File: config.mk
export PLATFORM = sky130hd
export DESIGN_NAME = atpg_test_sequencer_flat
export DESIGN_NICKNAME = d
export VERILOG_FILES = /design/src/rtl/atpg_test_sequencer_pkg.sv /design/src/rtl/atpg_test_sequencer_if.sv /design/src/rtl/atpg_test_sequencer_cut_golden.sv /design/src/rtl/atpg_test_sequencer.sv /design/src/flat_wrapper.sv
export SDC_FILE = /design/constraint.sdc
export NUM_CORES = 1
export LEC_CHECK = 0
export ABC_AREA = 1
export CAP_MARGIN = 40
export CORE_ASPECT_RATIO = 2
export CORE_UTILIZATION = 60
export DETAILED_ROUTE_END_ITERATION = 7
export HOLD_SLACK_MARGIN = 0.06
export PLACE_DENSITY = 0.87
export RECOVER_POWER = 100
export SYNTH_ARGS = -nofsm -noshare
export SYNTH_HDL_FRONTEND = slang
export SYNTH_SLANG_ARGS = --single-unit
File: constraint.sdc
create_clock -name clk -period 3.6 [get_ports clk]
set_input_delay 0.54 -clock clk [delete_from_list [all_inputs] [get_ports clk]]
set_output_delay 0.54 -clock clk [all_outputs]
set_load 0.01 [all_outputs]
File: src/rtl/atpg_test_sequencer_pkg.sv
// rtl/atpg_test_sequencer_pkg.sv - shared widths, FSM states and golden responses for the ATPG sequencer
package atpg_test_sequencer_pkg;

  localparam int PAT_W   = 3;
  localparam int MAX_PAT = 8;
  localparam int IDX_W   = $clog2(MAX_PAT);
  localparam int CNT_W   = 4;

  // Fault-free {X,Y,Z}: 001 when A=B=1, 111 for every other stimulus
  localparam logic [PAT_W-1:0] GOLD_AB    = 3'b001;
  localparam logic [PAT_W-1:0] GOLD_OTHER = 3'b111;

  typedef enum logic [2:0] {
    ST_IDLE,
    ST_APPLY,
    ST_WAIT,
    ST_CAPTURE,
    ST_DONE
  } state_e;

  function automatic logic [IDX_W-1:0] last_index(input logic mode, input logic [CNT_W-1:0] num_pat);
    if (!mode)
      return IDX_W'(MAX_PAT - 1);
    if (num_pat == '0)
      return '0;
    if (num_pat > CNT_W'(MAX_PAT))
      return IDX_W'(MAX_PAT - 1);
    return IDX_W'(num_pat - CNT_W'(1));
  endfunction

endpackage

File: src/rtl/atpg_test_sequencer_if.sv
// rtl/atpg_test_sequencer_if.sv - control, list-load, CUT and result signals of the ATPG sequencer
interface atpg_test_sequencer_if;
  import atpg_test_sequencer_pkg::*;

  logic                 start;
  logic                 abort;
  logic                 mode;
  logic [CNT_W-1:0]     num_pat;
  logic                 load_we;
  logic [IDX_W-1:0]     load_addr;
  logic [PAT_W-1:0]     load_pat;
  logic [PAT_W-1:0]     load_exp;
  logic [PAT_W-1:0]     cut_in;
  logic [PAT_W-1:0]     cut_out;
  logic                 busy;
  logic                 done;
  logic                 pass;
  logic [CNT_W-1:0]     fail_count;
  logic [IDX_W-1:0]     first_fail_idx;
  logic [PAT_W-1:0]     first_fail_resp;

  modport master (
    output start, abort, mode, num_pat, load_we, load_addr, load_pat, load_exp, cut_out,
    input  cut_in, busy, done, pass, fail_count, first_fail_idx, first_fail_resp
  );

  modport slave (
    input  start, abort, mode, num_pat, load_we, load_addr, load_pat, load_exp, cut_out,
    output cut_in, busy, done, pass, fail_count, first_fail_idx, first_fail_resp
  );

endinterface

File: src/rtl/atpg_test_sequencer_cut_golden.sv
// rtl/atpg_test_sequencer_cut_golden.sv - fault-free response of the circuit under test
module cut_golden
  import atpg_test_sequencer_pkg::*;
(
  input  logic [PAT_W-1:0] stim,
  output logic [PAT_W-1:0] resp
);

  assign resp = (stim[2] && stim[1]) ? GOLD_AB : GOLD_OTHER;

endmodule

File: src/rtl/atpg_test_sequencer.sv
// rtl/atpg_test_sequencer.sv - applies exhaustive or stored patterns to a CUT and scores its responses
module atpg_test_sequencer
  import atpg_test_sequencer_pkg::*;
#(
  parameter int SETTLE = 1
) (
  input  logic                  clk,
  input  logic                  rst,
  atpg_test_sequencer_if.slave  bus
);

  localparam logic [CNT_W-1:0] SETTLE_M1 = CNT_W'(SETTLE - 1);

  state_e           state_q, state_d;
  logic [IDX_W-1:0] idx_q, idx_d;
  logic [IDX_W-1:0] last_q, last_d;
  logic [CNT_W-1:0] cnt_q, cnt_d;
  logic             mode_q, mode_d;
  logic [PAT_W-1:0] cut_in_q, cut_in_d;
  logic             busy_q, busy_d;
  logic             done_q, done_d;
  logic             pass_q, pass_d;
  logic [CNT_W-1:0] fail_q, fail_d;
  logic [IDX_W-1:0] ff_idx_q, ff_idx_d;
  logic [PAT_W-1:0] ff_resp_q, ff_resp_d;

  logic [PAT_W-1:0] mem_pat_q [MAX_PAT];
  logic [PAT_W-1:0] mem_exp_q [MAX_PAT];

  logic [PAT_W-1:0] gold_resp;
  logic [PAT_W-1:0] exp_resp;
  logic [IDX_W-1:0] idx_inc;

  cut_golden u_golden (
    .stim (cut_in_q),
    .resp (gold_resp)
  );

  assign exp_resp = mode_q ? mem_exp_q[idx_q] : gold_resp;
  assign idx_inc  = idx_q + IDX_W'(1);

  always_comb begin
    state_d   = state_q;
    idx_d     = idx_q;
    last_d    = last_q;
    cnt_d     = cnt_q;
    mode_d    = mode_q;
    cut_in_d  = cut_in_q;
    busy_d    = busy_q;
    done_d    = 1'b0;
    pass_d    = pass_q;
    fail_d    = fail_q;
    ff_idx_d  = ff_idx_q;
    ff_resp_d = ff_resp_q;

    // busy_q is high exactly in APPLY/WAIT/CAPTURE, the states abort can cut short
    if (busy_q && bus.abort) begin
      state_d  = ST_DONE;
      busy_d   = 1'b0;
      done_d   = 1'b1;
      pass_d   = 1'b0;
      cut_in_d = '0;
    end else begin
      unique case (state_q)
        ST_IDLE: begin
          if (bus.start) begin
            state_d   = ST_APPLY;
            idx_d     = '0;
            mode_d    = bus.mode;
            last_d    = last_index(bus.mode, bus.num_pat);
            busy_d    = 1'b1;
            pass_d    = 1'b0;
            fail_d    = '0;
            ff_idx_d  = '0;
            ff_resp_d = '0;
            cut_in_d  = bus.mode ? mem_pat_q[0] : '0;
          end
        end
        ST_APPLY: begin
          cnt_d   = SETTLE_M1;
          state_d = (SETTLE > 1) ? ST_WAIT : ST_CAPTURE;
        end
        ST_WAIT: begin
          cnt_d = cnt_q - CNT_W'(1);
          if (cnt_q <= CNT_W'(1))
            state_d = ST_CAPTURE;
        end
        ST_CAPTURE: begin
          if (bus.cut_out != exp_resp) begin
            fail_d = fail_q + CNT_W'(1);
            if (fail_q == '0) begin
              ff_idx_d  = idx_q;
              ff_resp_d = bus.cut_out;
            end
          end
          if (idx_q == last_q) begin
            state_d  = ST_DONE;
            busy_d   = 1'b0;
            done_d   = 1'b1;
            pass_d   = (fail_d == '0);
            cut_in_d = '0;
          end else begin
            state_d  = ST_APPLY;
            idx_d    = idx_inc;
            cut_in_d = mode_q ? mem_pat_q[idx_inc] : PAT_W'(idx_inc);
          end
        end
        ST_DONE: begin
          state_d = ST_IDLE;
        end
        default: begin
          state_d = ST_IDLE;
        end
      endcase
    end
  end

  always_ff @(posedge clk) begin
    if (rst) begin
      state_q   <= ST_IDLE;
      idx_q     <= '0;
      last_q    <= '0;
      cnt_q     <= '0;
      mode_q    <= 1'b0;
      cut_in_q  <= '0;
      busy_q    <= 1'b0;
      done_q    <= 1'b0;
      pass_q    <= 1'b0;
      fail_q    <= '0;
      ff_idx_q  <= '0;
      ff_resp_q <= '0;
    end else begin
      state_q   <= state_d;
      idx_q     <= idx_d;
      last_q    <= last_d;
      cnt_q     <= cnt_d;
      mode_q    <= mode_d;
      cut_in_q  <= cut_in_d;
      busy_q    <= busy_d;
      done_q    <= done_d;
      pass_q    <= pass_d;
      fail_q    <= fail_d;
      ff_idx_q  <= ff_idx_d;
      ff_resp_q <= ff_resp_d;
    end
  end

  // Pattern list survives reset so a tester can rerun without reloading
  always_ff @(posedge clk) begin
    if (bus.load_we && state_q == ST_IDLE) begin
      mem_pat_q[bus.load_addr] <= bus.load_pat;
      mem_exp_q[bus.load_addr] <= bus.load_exp;
    end
  end

  assign bus.cut_in          = cut_in_q;
  assign bus.busy            = busy_q;
  assign bus.done            = done_q;
  assign bus.pass            = pass_q;
  assign bus.fail_count      = fail_q;
  assign bus.first_fail_idx  = ff_idx_q;
  assign bus.first_fail_resp = ff_resp_q;

endmodule
File: src/flat_wrapper.sv
// flat-port wrapper written by rule: the top's interface ports become plain ports
module atpg_test_sequencer_flat import atpg_test_sequencer_pkg::*;
#(
  parameter int SETTLE = 1
)
  (clk, rst, bus_start, bus_abort, bus_mode, bus_num_pat, bus_load_we, bus_load_addr, bus_load_pat, bus_load_exp, bus_cut_out, bus_cut_in, bus_busy, bus_done, bus_pass, bus_fail_count, bus_first_fail_idx, bus_first_fail_resp);
  atpg_test_sequencer_if bus_i ();
  input  logic clk;
  input  logic rst;
  input wire logic [$bits(bus_i.start)-1:0] bus_start;
  input wire logic [$bits(bus_i.abort)-1:0] bus_abort;
  input wire logic [$bits(bus_i.mode)-1:0] bus_mode;
  input wire logic [$bits(bus_i.num_pat)-1:0] bus_num_pat;
  input wire logic [$bits(bus_i.load_we)-1:0] bus_load_we;
  input wire logic [$bits(bus_i.load_addr)-1:0] bus_load_addr;
  input wire logic [$bits(bus_i.load_pat)-1:0] bus_load_pat;
  input wire logic [$bits(bus_i.load_exp)-1:0] bus_load_exp;
  input wire logic [$bits(bus_i.cut_out)-1:0] bus_cut_out;
  output wire logic [$bits(bus_i.cut_in)-1:0] bus_cut_in;
  output wire logic [$bits(bus_i.busy)-1:0] bus_busy;
  output wire logic [$bits(bus_i.done)-1:0] bus_done;
  output wire logic [$bits(bus_i.pass)-1:0] bus_pass;
  output wire logic [$bits(bus_i.fail_count)-1:0] bus_fail_count;
  output wire logic [$bits(bus_i.first_fail_idx)-1:0] bus_first_fail_idx;
  output wire logic [$bits(bus_i.first_fail_resp)-1:0] bus_first_fail_resp;
  assign bus_i.start = bus_start;
  assign bus_i.abort = bus_abort;
  assign bus_i.mode = bus_mode;
  assign bus_i.num_pat = bus_num_pat;
  assign bus_i.load_we = bus_load_we;
  assign bus_i.load_addr = bus_load_addr;
  assign bus_i.load_pat = bus_load_pat;
  assign bus_i.load_exp = bus_load_exp;
  assign bus_i.cut_out = bus_cut_out;
  assign bus_cut_in = bus_i.cut_in;
  assign bus_busy = bus_i.busy;
  assign bus_done = bus_i.done;
  assign bus_pass = bus_i.pass;
  assign bus_fail_count = bus_i.fail_count;
  assign bus_first_fail_idx = bus_i.first_fail_idx;
  assign bus_first_fail_resp = bus_i.first_fail_resp;
  atpg_test_sequencer #(.SETTLE(SETTLE)) u_core (.clk(clk), .rst(rst), .bus(bus_i));
endmodule
-- Word-level counts from Yosys, hierarchy flattened
Memory sizes are Yosys's and may differ from the RTL's. A register that Yosys moved wholly into a read port is not among the register bits.
Cells that the tools add are included.
- add/subtract/negate cells: 4
- order comparisons: 2
- equal/unequal tests: 13
- multiplexer cells: 61
- bitwise operators: 1
- reduce and logical (&&, ||, !) cells: 19
- operators by type and width (kind ; number):
    2-to-1 mux 3 bit ; 24
    2-to-1 mux 1 bit ; 24
    case mux 3 bit (2 select lines) ; 4
    2-to-1 mux 4 bit ; 4
    case mux 4 bit (2 select lines) ; 2
    zero test 4 bit ; 3
    case mux 3 bit (4 select lines) ; 1
    AND reduction 3 bit ; 3
    != test 2 x 1 -> 1 bit (second input constant) ; 4
    AND reduction 2 bit ; 4
    == test 3 x 2 -> 1 bit (second input constant) ; 2
    AND reduction 5 bit ; 1
    adder 4 x 1 -> 4 bit (second input constant) ; 1
    > comparator 4 bit (second input constant) ; 1
    <= comparator 4 x 1 -> 1 bit (second input constant) ; 1
    != test 2 bit (second input constant) ; 2
    case mux 1 bit (2 select lines) ; 2
    AND reduction 4 bit ; 1
    nonzero test 2 bit ; 2
    subtractor 4 x 1 -> 4 bit (second input constant) ; 1
    adder 3 x 1 -> 3 bit (second input constant) ; 1
    == test 3 x 1 -> 1 bit (second input constant) ; 1
    == test 3 bit ; 1
    logical AND 1 bit ; 3
    7 further kinds ; 7
- bits in registers: 30
- bits in writable memories: 48
- input bits: 22
- output and inout bits: 16
- word-level logic and storage cells: 115
- memories kept: 2
- memory list (name ; words ; width ; read ports ; clocked after Yosys merged registers in ; wr ports ; line ; text):
    u_core.mem_exp_q ; 8 ; 3 ; 1 ; 1 ; 1 ; atpg_test_sequencer.sv:28 ; logic [PAT_W-1:0] mem_exp_q [MAX_PAT];
    u_core.mem_pat_q ; 8 ; 3 ; 2 ; 0 ; 1 ; atpg_test_sequencer.sv:27 ; logic [PAT_W-1:0] mem_pat_q [MAX_PAT];

-- Logic depth before layout (Yosys ltp)
Gate-level depths: netlist (run 1).
- depth in word-level cells: 16
- depth in mapped cells: 17
- depth with buffers taken out: 16

-- By module
A second synthesis (run 1) with hierarchy kept.
- cell total of the unflattened synthesis: 417
- area total of the unflattened synthesis: 3686.0 sq um
- modules (own cells, without submodules) (module ; instances ; cells each ; area an instance (sq um)):
    atpg_test_sequencer ; 1 ; 413 ; 3663.5
    cut_golden ; 1 ; 4 ; 22.5

-- Worst setup path before layout (run 1)
Ideal clock, no wire load.
- kind: register -> register
- from: register (tool-made name)
- to: register u_core.ff_idx_q[0], in the netlist u_core.bus.first_fail_idx[0]
- data arrival time: 1515 ps
- data required time: 3465 ps
- slack: 1950 ps
- stages on the path, launching flop included: 17
- path buffers: 1
- cells stage by stage: dfxtp_1 > buf_4 > nand2_1 > nand2_1 > nand2_1 > nand3_1 > nand3_1 > nand2_1 > nand2_1 > nand2_2 > inv_2 > nand2_4 > nand2_4 > a21oi_2 > inv_4 > nand2_2 > a21oi_2
- RTL lines (item ; line ; text):
    end signal, assigned ; atpg_test_sequencer.sv:143 ; ff_idx_q <= ff_idx_d;
    end, declared ; atpg_test_sequencer.sv:24 ; logic [IDX_W-1:0] ff_idx_q, ff_idx_d;

==> results.py, run 1 <==
metrics = {
    "yosys": {
        "synth-seq-area-share_pct": 57.01,
        "synth_cell_type_count": 37,
        "async_reset_ff_share_pct": 0,
        "avgSynthCellArea_um2": 9.082,
        "ys_ff_latch": 81,
        "syn_area_mm2": 0.003687,
        "yosysWarnings": 0,
        "syn_inst": 406,
        "ys.flop_type": "edfxtp_1",
        "synth_edf_count": 48,
        "syn_nets": 434,
    },
    "global_routing": {
        "gr-total-overflow": 0,
        "grt_antenna_before_repair": 0,
        "grt_start_max_net_pins": 18,
        "grt_pass1_vias": 2820,
        "grt_pass1_wl_um": 13050,
        "track_usage_pct": 27.13,
    },
    "clocking": {
        "clk_latency_ps": 330,
        "hold_buffers": 0,
        "htreeDepth": 3,
        "tritoncts": "yes",
        "cts_setup_buffers": 0,
        "cts_buffers": 9,
        "max-clock-path-buffers": 2,
        "cts_resized": 0,
        "cts.clk_slew.worst_paths_ps": 60,
        "clock_sinks": 81,
        "cts_root_buf": "clkbuf_16",
    },
    "floorplanning": {
        "chipHeight_um": 112.9,
        "start_util_pct": 61.91,
        "die-width_um": 57.43,
        "dieArea_mm2": 0.006482,
        "core.rowCount": 40,
        "io_pins": 38,
        "core-area_mm2": 0.005956,
    },
    "detailed_routing": {
        "post_drt_wl_per_cell_um": 15.23,
        "drt-total-wl_um": 7842,
        "via_per_inst": 5.608,
        "dr.pass1.iters": 6,
        "drc": 5,
        "num_vias": 2888,
        "drtIter0Drc": 190,
        "antenna_left": 0,
    },
    "timing": {
        "maxSlewViolCount": 0,
        "min_period_over_period_pct": 73.37,
        "setup_viol": 0,
        "fin_tns_setup_ps": 0,
        "tightest_slew_ps": 790.6,
        "hold_violations": 0,
        "min_period_ps": 2641,
        "skew_ps": 4.950,
        "max_freq_ghz": 0.3786,
        "timing.final.ws_setup_ps": 958.8,
        "max-slew-margin-rel_pct": 46.89,
        "rsz0062_at_grt": "false",
    },
    "pwr": {
        "power_leakage_nw": 1.749,
        "p_per_area_mw_per_mm2": 522.8,
        "fin_total_pwr_mw": 2.273,
        "vdd_drop_max_mv": 0.4333,
    },
    "setup_path": {
        "start_kind": "flip-flop",
        "critical_path_class": "flip-flop to flip-flop",
        "end_kind": "flip-flop",
        "crit_arrival_ps": 2830,
        "critPathMaxFanout": 13,
        "cp.required_ps": 3790,
    },
    "worst_hold_path": {
        "hold_class": "flip-flop to flip-flop",
    },
    "placed_design": {
        "portBuffers": 37,
        "place_area_mm2": 0.004093,
        "dp_slack_ps": 1107,
        "dpl.hpwl_um": 5830,
        "place_congestion": 0.9609,
        "place_inst": 498,
    },
    "run": {
        "cap_violations": 0,
    },
    "run_status": {
        "status": "complete, but fails checks",
        "violations": "DRC",
    },
    "layout": {
        "layout.nets": 475,
        "instances_no_fill": 515,
        "syn_to_final_growth_pct": 17.92,
        "drive_gt1_share_pct": 7.743,
        "final_area_mm2": 0.004348,
        "layout_commonest_cell": "nand2_1",
        "antenna_cells": 0,
        "final_cell_mix": "90 x nand2_1, 52 x inv_1, 48 x edfxtp_1, 44 x nor2_1, 33 x dfxtp_1",
    },
}
[critical path: stages (launching register included)]
cell and delay (ps):
dfxtp_1 580, inv_1 290, nand2_1 120, nand3_1 70, nand3_1 100, nand3_1 100, nand2_1 80, nand2_1 50
nand2_1 130, inv_2 70, nand2_4 90, nand2_4 70, a21oi_1 190, clkinvlp_2 330, nand2_2 160, a21oi_2 60
[power by group]
group	leakage, nW	switching [mW]	internal, mW
logic	0.925	0.245	0.139
registers	0.703	0.0436	1.04
clock network	0.121	0.342	0.460
[Yosys cell counts, drive strengths merged (2+ instances only)]
library cell   n  area share [%]
edfxtp        48              39
inv           54             5.6
a31oi          4            0.68
ha             6             2.0
clkbuf         4            0.41
or2            2            0.34
xnor2          4            0.95
dfxtp         33              18
o221a          2            0.61
nor2          45             4.9
o211ai         2            0.41
buf            4            0.78
nand2         99              11
nor3           6             1.1
o21ai         20             2.7
nand3         30             4.1
a21oi         30             4.8
nand4          4            0.68
xor2           2            0.48
[metrics by stage]
step | utilization (%) | hold slack, ps
finish | 73.00 | 459.8
global route | 73.00 | 477.2
CTS | 73.15 | 462.0
detailed placement | 68.72 | 450.7
global placement | 68.72 | 454.2
floorplan | - | 457.8
[path summary, 6_finish.rpt]
path         slack (ps)                         start  cells past startpoint                      endpoint
max                 960                     flip-flop                     15  u_core.bus.first_fail_idx[0]
min                 460  u_core.bus.first_fail_idx[2]                      2  u_core.bus.first_fail_idx[2]
max reg2reg         960                     flip-flop                     15  u_core.bus.first_fail_idx[0]
min reg2reg         460  u_core.bus.first_fail_idx[2]                      2  u_core.bus.first_fail_idx[2]
[cells by family (layout without fill, tap and decap cells)]
group	Yosys count	count (layout)	share of synthesized area (%)
AOI/OAI and AO/OA	64	64	10.45
xor gates and xnor gates	6	6	1.425
adders and majority gates	6	6	2.036
buffers and inverters	62	108	6.753
DFF	81	81	57.01
and+or+nand+nor	187	187	22.33
[cell type report]
class                   count  area (um^2)
inverters                  54        203.9
flip-flops and latches     81         2102
clock buffers              10        229.0
multi-input cells         263         1325
clock inverters             6        35.03
fillers                   427         1608
well taps                  63        78.83
repair buffers             38        374.1
[state kept, by name, indices dropped and copies added (netlist names), named ones only]
name and cells:
u_core.bus.busy 1, u_core.bus.cut_in 3, u_core.bus.done 1, u_core.bus.fail_count 4, u_core.bus.first_fail_idx 3, u_core.bus.first_fail_resp 3
u_core.bus.pass 1, u_core.cnt_q 4, u_core.idx_q 3, u_core.last_q 3, u_core.mem_exp_q 24, u_core.mem_pat_q 24
u_core.mode_q 1, u_core.state_q 3
[per-layer routing]
| layer | part of all wire [%] | vias up | global-route usage, % |
|---|---|---|---|
| li1 | - | 1431 | - |
| met1 | 35 | 1342 | 27.24 |
| met2 | 56 | 85 | 48.91 |
| met3 | 3.3 | 30 | 4.914 |
| met4 | 4.8 | 0 | 18.05 |
| met5 | 0 | - | 0 |
Power figures use the tool's default switching activity.
==> run 2: changes to the inputs <==
Settings changed: CORE_UTILIZATION 60 to 56, PLACE_DENSITY 0.87 to 0.82.
Clock period 3.6 ns to 2.7 ns, I/O delays scaled along.
==> run 2 against run 1 <==
Against the previous run: the run now ends clean; worst hold slack gained 7.3 ps; worst setup slack got worse by 460 ps; via count decreased by 1.5%; flip-flop and latch count unchanged; fmax grew 20%; design area is 1.9% higher; combinational power increased by 36%; count of clock-buffer cells in the layout rose by 1; die area up 7.0%; clock skew shrank 1.2 ps; largest power group unchanged.
==> results.py, run 2 (same netlist as run 1, synthesis figures left out) <==
metrics = {
    "floorplanning": {
        "core-area_mm2": 0.006310,
        "core.rowCount": 41,
        "start_util_pct": 58.44,
        "io_pins": 38,
        "die-width_um": 59.38,
        "dieArea_mm2": 0.006932,
        "chipHeight_um": 116.8,
    },
    "clocking": {
        "max-clock-path-buffers": 2,
        "cts_setup_buffers": 0,
        "tritoncts": "yes",
        "cts_resized": 0,
        "cts_root_buf": "clkbuf_16",
        "clock_sinks": 81,
        "hold_buffers": 0,
        "htreeDepth": 3,
        "cts_buffers": 9,
        "cts.clk_slew.worst_paths_ps": 60,
        "clk_latency_ps": 340,
    },
    "global_routing": {
        "grt_pass1_wl_um": 12790,
        "grt_antenna_before_repair": 0,
        "grt_start_max_net_pins": 16,
        "grt_pass1_vias": 2827,
        "track_usage_pct": 25.75,
        "gr-total-overflow": 0,
    },
    "timing": {
        "tightest_slew_ps": 548.6,
        "skew_ps": 3.787,
        "max-slew-margin-rel_pct": 63.29,
        "hold_violations": 0,
        "min_period_ps": 2204,
        "max_freq_ghz": 0.4538,
        "min_period_over_period_pct": 81.61,
        "fin_tns_setup_ps": 0,
        "rsz0062_at_grt": "false",
        "timing.final.ws_setup_ps": 496.5,
        "setup_viol": 0,
        "maxSlewViolCount": 0,
    },
    "layout": {
        "final_cell_mix": "92 x nand2_1, 52 x inv_1, 48 x edfxtp_1, 43 x nor2_1, 33 x dfxtp_1",
        "syn_to_final_growth_pct": 20.16,
        "antenna_cells": 0,
        "reg_top3": "u_core.mem_exp_q: 24 flops, u_core.mem_pat_q: 24 flops",
        "drive_gt1_share_pct": 8.079,
        "layout_commonest_cell": "nand2_1",
        "layout.nets": 481,
    },
    "setup_path": {
        "regToRegEndpoint": "u_core.bus.first_fail_idx[1]",
        "r2r_setup_slack_ps": 500,
        "cp.required_ps": 2920,
        "r2r_cells": 15,
        "endpoint": "u_core.bus.first_fail_idx[1]",
        "cp_num_buf_inv": 3,
        "cp_top_family": "simple AND/OR/NAND/NOR gates",
        "crit_top_cell": "nand2_1",
        "start_kind": "flip-flop",
        "end_kind": "flip-flop",
        "critical_path_class": "flip-flop to flip-flop",
        "cp_cell_sequence": "inv_1, nand2_1, nand3_1, nand3_1, nand3_1, nand2_1, nand2_1, nand2_2, inv_2, nand2_4, nand2_4, a21oi_1, inv_4, nand2_1, a21oi_2",
        "cp_slowest_cell": "dfxtp_1",
        "crit_arrival_ps": 2430,
        "critPathMaxStageDelay_ps": 510,
        "crit_cells": 15,
        "critPathMaxFanout": 12,
    },
    "placed_design": {
        "place_congestion": 1.006,
        "dp_slack_ps": 555.5,
        "dpl.hpwl_um": 5887,
        "portBuffers": 37,
    },
    "run_status": {
        "status": "finished clean",
    },
    "detailed_routing": {
        "post_drt_wl_per_cell_um": 14.05,
        "antenna_left": 0,
        "drt-total-wl_um": 7641,
        "num_vias": 2844,
        "via_per_inst": 5.228,
        "drc": 0,
        "dr.pass1.iters": 5,
        "drtIter0Drc": 218,
    },
    "pwr": {
        "power_leakage_nw": 1.780,
        "p_per_area_mw_per_mm2": 706.7,
        "vdd_drop_max_mv": 0.6781,
    },
    "run": {
        "cap_violations": 0,
    },
    "worst_hold_path": {
        "hold_class": "flip-flop to flip-flop",
    },
}
## run 2: cell types whose count changed in the layout (fill, tap and decap cells not counted), sizes merged
cell,delta
clkinvlp,-2
dlygate4sd3,-2
bufinv,+1
clkdlybuf4s50,+2
inv,+1
clkinv,-1
clkbuf,+5
buf,+2
## run 2: metrics by stage
step / power, mW / utilization [%] / hold slack [ps] / std cells / area [um^2]
after floorplan: 1.819 / - / 457.8 / 406 / 3687
after global placement: 1.977 / 66.15 / 454.8 / 528 / 4174
after detailed placement: 2.005 / 66.15 / 457.8 / 528 / 4174
after CTS: 3.173 / 70.73 / 468.6 / 544 / 4463
after global routing: 3.272 / 70.22 / 483.7 / 544 / 4431
final: 3.131 / 70.22 / 467.1 / 544 / 4431
## run 2: cell type report
cell class	count	area (um^2)
Timing Repair Buffer	44	404.1
Clock inverter	5	56.30
Fill cell	517	1879
Sequential cell	81	2102
Clock buffer	11	232.7
Multi-Input combinational cell	263	1323
Tap cell	86	107.6
Inverter	54	205.2
## run 2: layer usage
layer / track usage [%] / vias up / part of all wire [%]
met4: 19.05 / 0 / 4.7
met2: 45.54 / 66 / 57
met3: 5.759 / 28 / 2.9
met5: 0 / - / 0
met1: 25.07 / 1307 / 36
li1: - / 1443 / -
## run 2: power by group
group	internal, mW	total, mW	switching (mW)
clock network	0.713	1.17	0.454
registers	1.39	1.44	0.0528
logic	0.191	0.520	0.329
## run 2: worst min path at each step
| stage | startpoint | to | slack [ps] | cells past startpoint |
|---|---|---|---|---|
| after floorplan | u_core.cnt_q[0] | u_core.cnt_q[0] | 460 | 2 |
| after global placement | u_core.bus.first_fail_resp[1] | u_core.bus.first_fail_resp[1] | 450 | 2 |
| after detailed placement | u_core.bus.first_fail_idx[2] | u_core.bus.first_fail_idx[2] | 460 | 2 |
| after CTS | u_core.bus.first_fail_idx[2] | u_core.bus.first_fail_idx[2] | 470 | 2 |
| after global routing | u_core.bus.first_fail_resp[1] | u_core.bus.first_fail_resp[1] | 480 | 2 |
| final | u_core.bus.first_fail_idx[2] | u_core.bus.first_fail_idx[2] | 470 | 2 |
## run 2: worst register-to-register path: stages, from the launching register on
cell     delay [ps]
dfxtp_1         510
inv_1           250
nand2_1         120
nand3_1          80
nand3_1         100
nand3_1         100
nand2_1          80
nand2_1          60
nand2_2          90
inv_2            60
nand2_4          80
nand2_4          60
a21oi_1         260
inv_4            90
nand2_1          90
a21oi_2          50
==> RTL edit (settings of run 1) <==
Reset style: asynchronous (`rst`), changed in one clocked block.
--- a/src/rtl/atpg_test_sequencer.sv
+++ b/src/rtl/atpg_test_sequencer.sv
@@ -115,7 +115,7 @@
     end
   end
 
-  always_ff @(posedge clk) begin
+  always_ff @(posedge clk or posedge rst) begin
     if (rst) begin
       state_q   <= ST_IDLE;
       idx_q     <= '0;
Formal check against the unedited RTL: differs if rst is asserted again (counterexample within 4 cycles, from zero or initial values and one cycle with rst high); with rst held inactive, the same outputs for 10 cycles.
==> RTL edit against run 1 <==
- the run still ends with DRC left
- synthesized area up 0.68%
- count of clock-buffer cells in the layout is 1 lower
- hold slack better by 0.022 ns
- via count down 0.48%
- setup slack got worse by 0.21 ns
- design area rose by 1.4%
- critical path depth decreased by 2
- wire length up 3.9%
- global-route usage up 0.63 points
- sequential cell count shrank 3
- clock skew increased by 0.0020 ns
- die area rose by 0.66%
Power is not compared: it rests on default switching activity, and its combinational part moved more than twofold at a synthesized area within 25%.
==> RTL edit: results (changes against run 1) <==
- Highest metal used: met4
- XOR/XNOR Fraction of Synth Area: 1.42% (-0.0096 points)
- 1st-iter DRT viols: 180 (-5.3%)
- Largest net degree at the start of global routing: 25 (+7)
- Share of post-route cells with drive strength above 1: 7.39% (-0.35 points)
- M1 WL: 2790 um (+0.58%)
- Min Tclk post-route: 2.85 ns (+0.211 ns)
- Post-DP HPWL: 6050 um (+3.9%)
- Worst skew pair latency: 0.35 ns (+0.02 ns)
- Vias per Instance: 5.79 (+3.3%)
- H-tree levels: 3 (unchanged)
- Grt met2 use: 50.6% (+1.7 points)
- Critical path's largest stage delay: 0.66 ns (+0.08 ns)
- Synth cell types: 39 (+5.4%)
- Outcome: finished with violations
- WL met2: 4560 um (+3.1%)
- Failing checks: DRC
- Via count of the first global-routing pass: 2848 (+0.99%)
- Post-synth EDFFs: 48 (unchanged)
- Total global-route track usage: 27.8% (+0.63 points)
- Post-Syn Nets: 416 (-4.1%)
- Worst hold start: u_core.bus.pass$_DFFE_PP0P_
- Post-layout nets: 456 (-4.0%)
- RD Place Congestion: 0.967 (+0.62%)
- Met1 usage: 25.9% (-1.4 points)
- Drt total wl: 8150 um (+3.9%)
- Flop-to-flop setup slack: 0.75 ns (-0.21 ns)
- Layout Skew: 0.00696 ns (+0.00201 ns)
- Compound-Gate Fraction of Synth Area: 10.7% (+0.27 points)
- Global-route wire length before repair: 13100 um (+0.38%)
- Post-synth top cells: 95 x nand2_1, 48 x edfxtp_1, 44 x inv_1
- Reg2Reg Capture Point: u_core.bus.first_fail_idx[2]$_DFFE_PP0P_
- DR WL met3: 347 um (+32%)
- Sequential-to-total area share from yosys stat: 59.0% (+2.0 points)
- CP max FO: 19 (+6)
- Drt drc: 4 (-1)
- Pre-CTS setup slack: 1.18 ns (+0.0723 ns)
- CP max stage cell: clkbuf_1
- Adder-cell share of the synthesized area: 2.02% (-0.014 points)
- VDD IR-drop max: 0.487 mV
- Synth async-reset ratio: 38.5% (+38 points)
- First-pass iteration count of the detailed router: 8 (+2)
- Top post-synthesis cells by area: edfxtp_1 39%, dfrtp_1 20%, nand2_1 9.6%
- GRT met3 Usage: 7.54% (+2.6 points)
- Fill cells: 436 (+2.1%)
- Worst-Margin Slew: 0.897 ns (+0.106 ns)
- Initial antenna violation count: 0 (unchanged)
-- RTL edit: changes by cell type in the layout (fill, tap and decap cells not counted), moves of 4 or more --
cell / run 1 / this run
inv_2: 1 / 6
o21ai_0: 18 / 24
dfxtp_1: 33 / 0
nand2_2: 7 / 3
a21oi_2: 6 / 1
o21ai_2: 0 / 4
nand2_1: 90 / 97
a21oi_1: 24 / 20
inv_1: 52 / 45
nor2_1: 44 / 27
dfrtp_1: 0 / 30
-- RTL edit: layout make-up --
type                            instances  area share (%)
Clock buffer                            9            5.11
Tap cell                               63            1.79
Clock inverter                          7            2.02
Inverter                               51            4.34
Timing Repair Buffer                   39            8.57
Multi-Input combinational cell        249            28.4
Sequential cell                        78            49.7
-- RTL edit: worst min path at each step --
stage	to	depth (start not counted)	slack (ns)
2_1_floorplan	u_core.cnt_q[1]$_DFFE_PP0P_	2	0.47
3_3_place_gp	u_core.bus.pass$_DFFE_PP0P_	2	0.47
3_5_place_dp	u_core.bus.pass$_DFFE_PP0P_	2	0.47
4_1_cts	u_core.bus.pass$_DFFE_PP0P_	2	0.49
5_1_grt	u_core.bus.cut_in[0]$_DFFE_PP0P_	1	0.52
6_report	u_core.bus.pass$_DFFE_PP0P_	2	0.48
-- RTL edit: stage by stage --
stage / area [um2] / std cells
final: 4410 / 496
after floorplan: 3710 / 388
after detailed placement: 4130 / 480
after global placement: 4100 / 479
after CTS: 4440 / 496
after global routing: 4410 / 496
-- RTL edit: power by group through the flow --
stage	Clock (mW)	Combinational (mW)	Sequential (mW)
floorplan	0	1.01	1.23
global placement	0	1.32	1.26
detailed placement	0	1.36	1.26
CTS	0.945	1.38	1.25
global route	0.988	1.48	1.26
finish	0.941	1.33	1.25
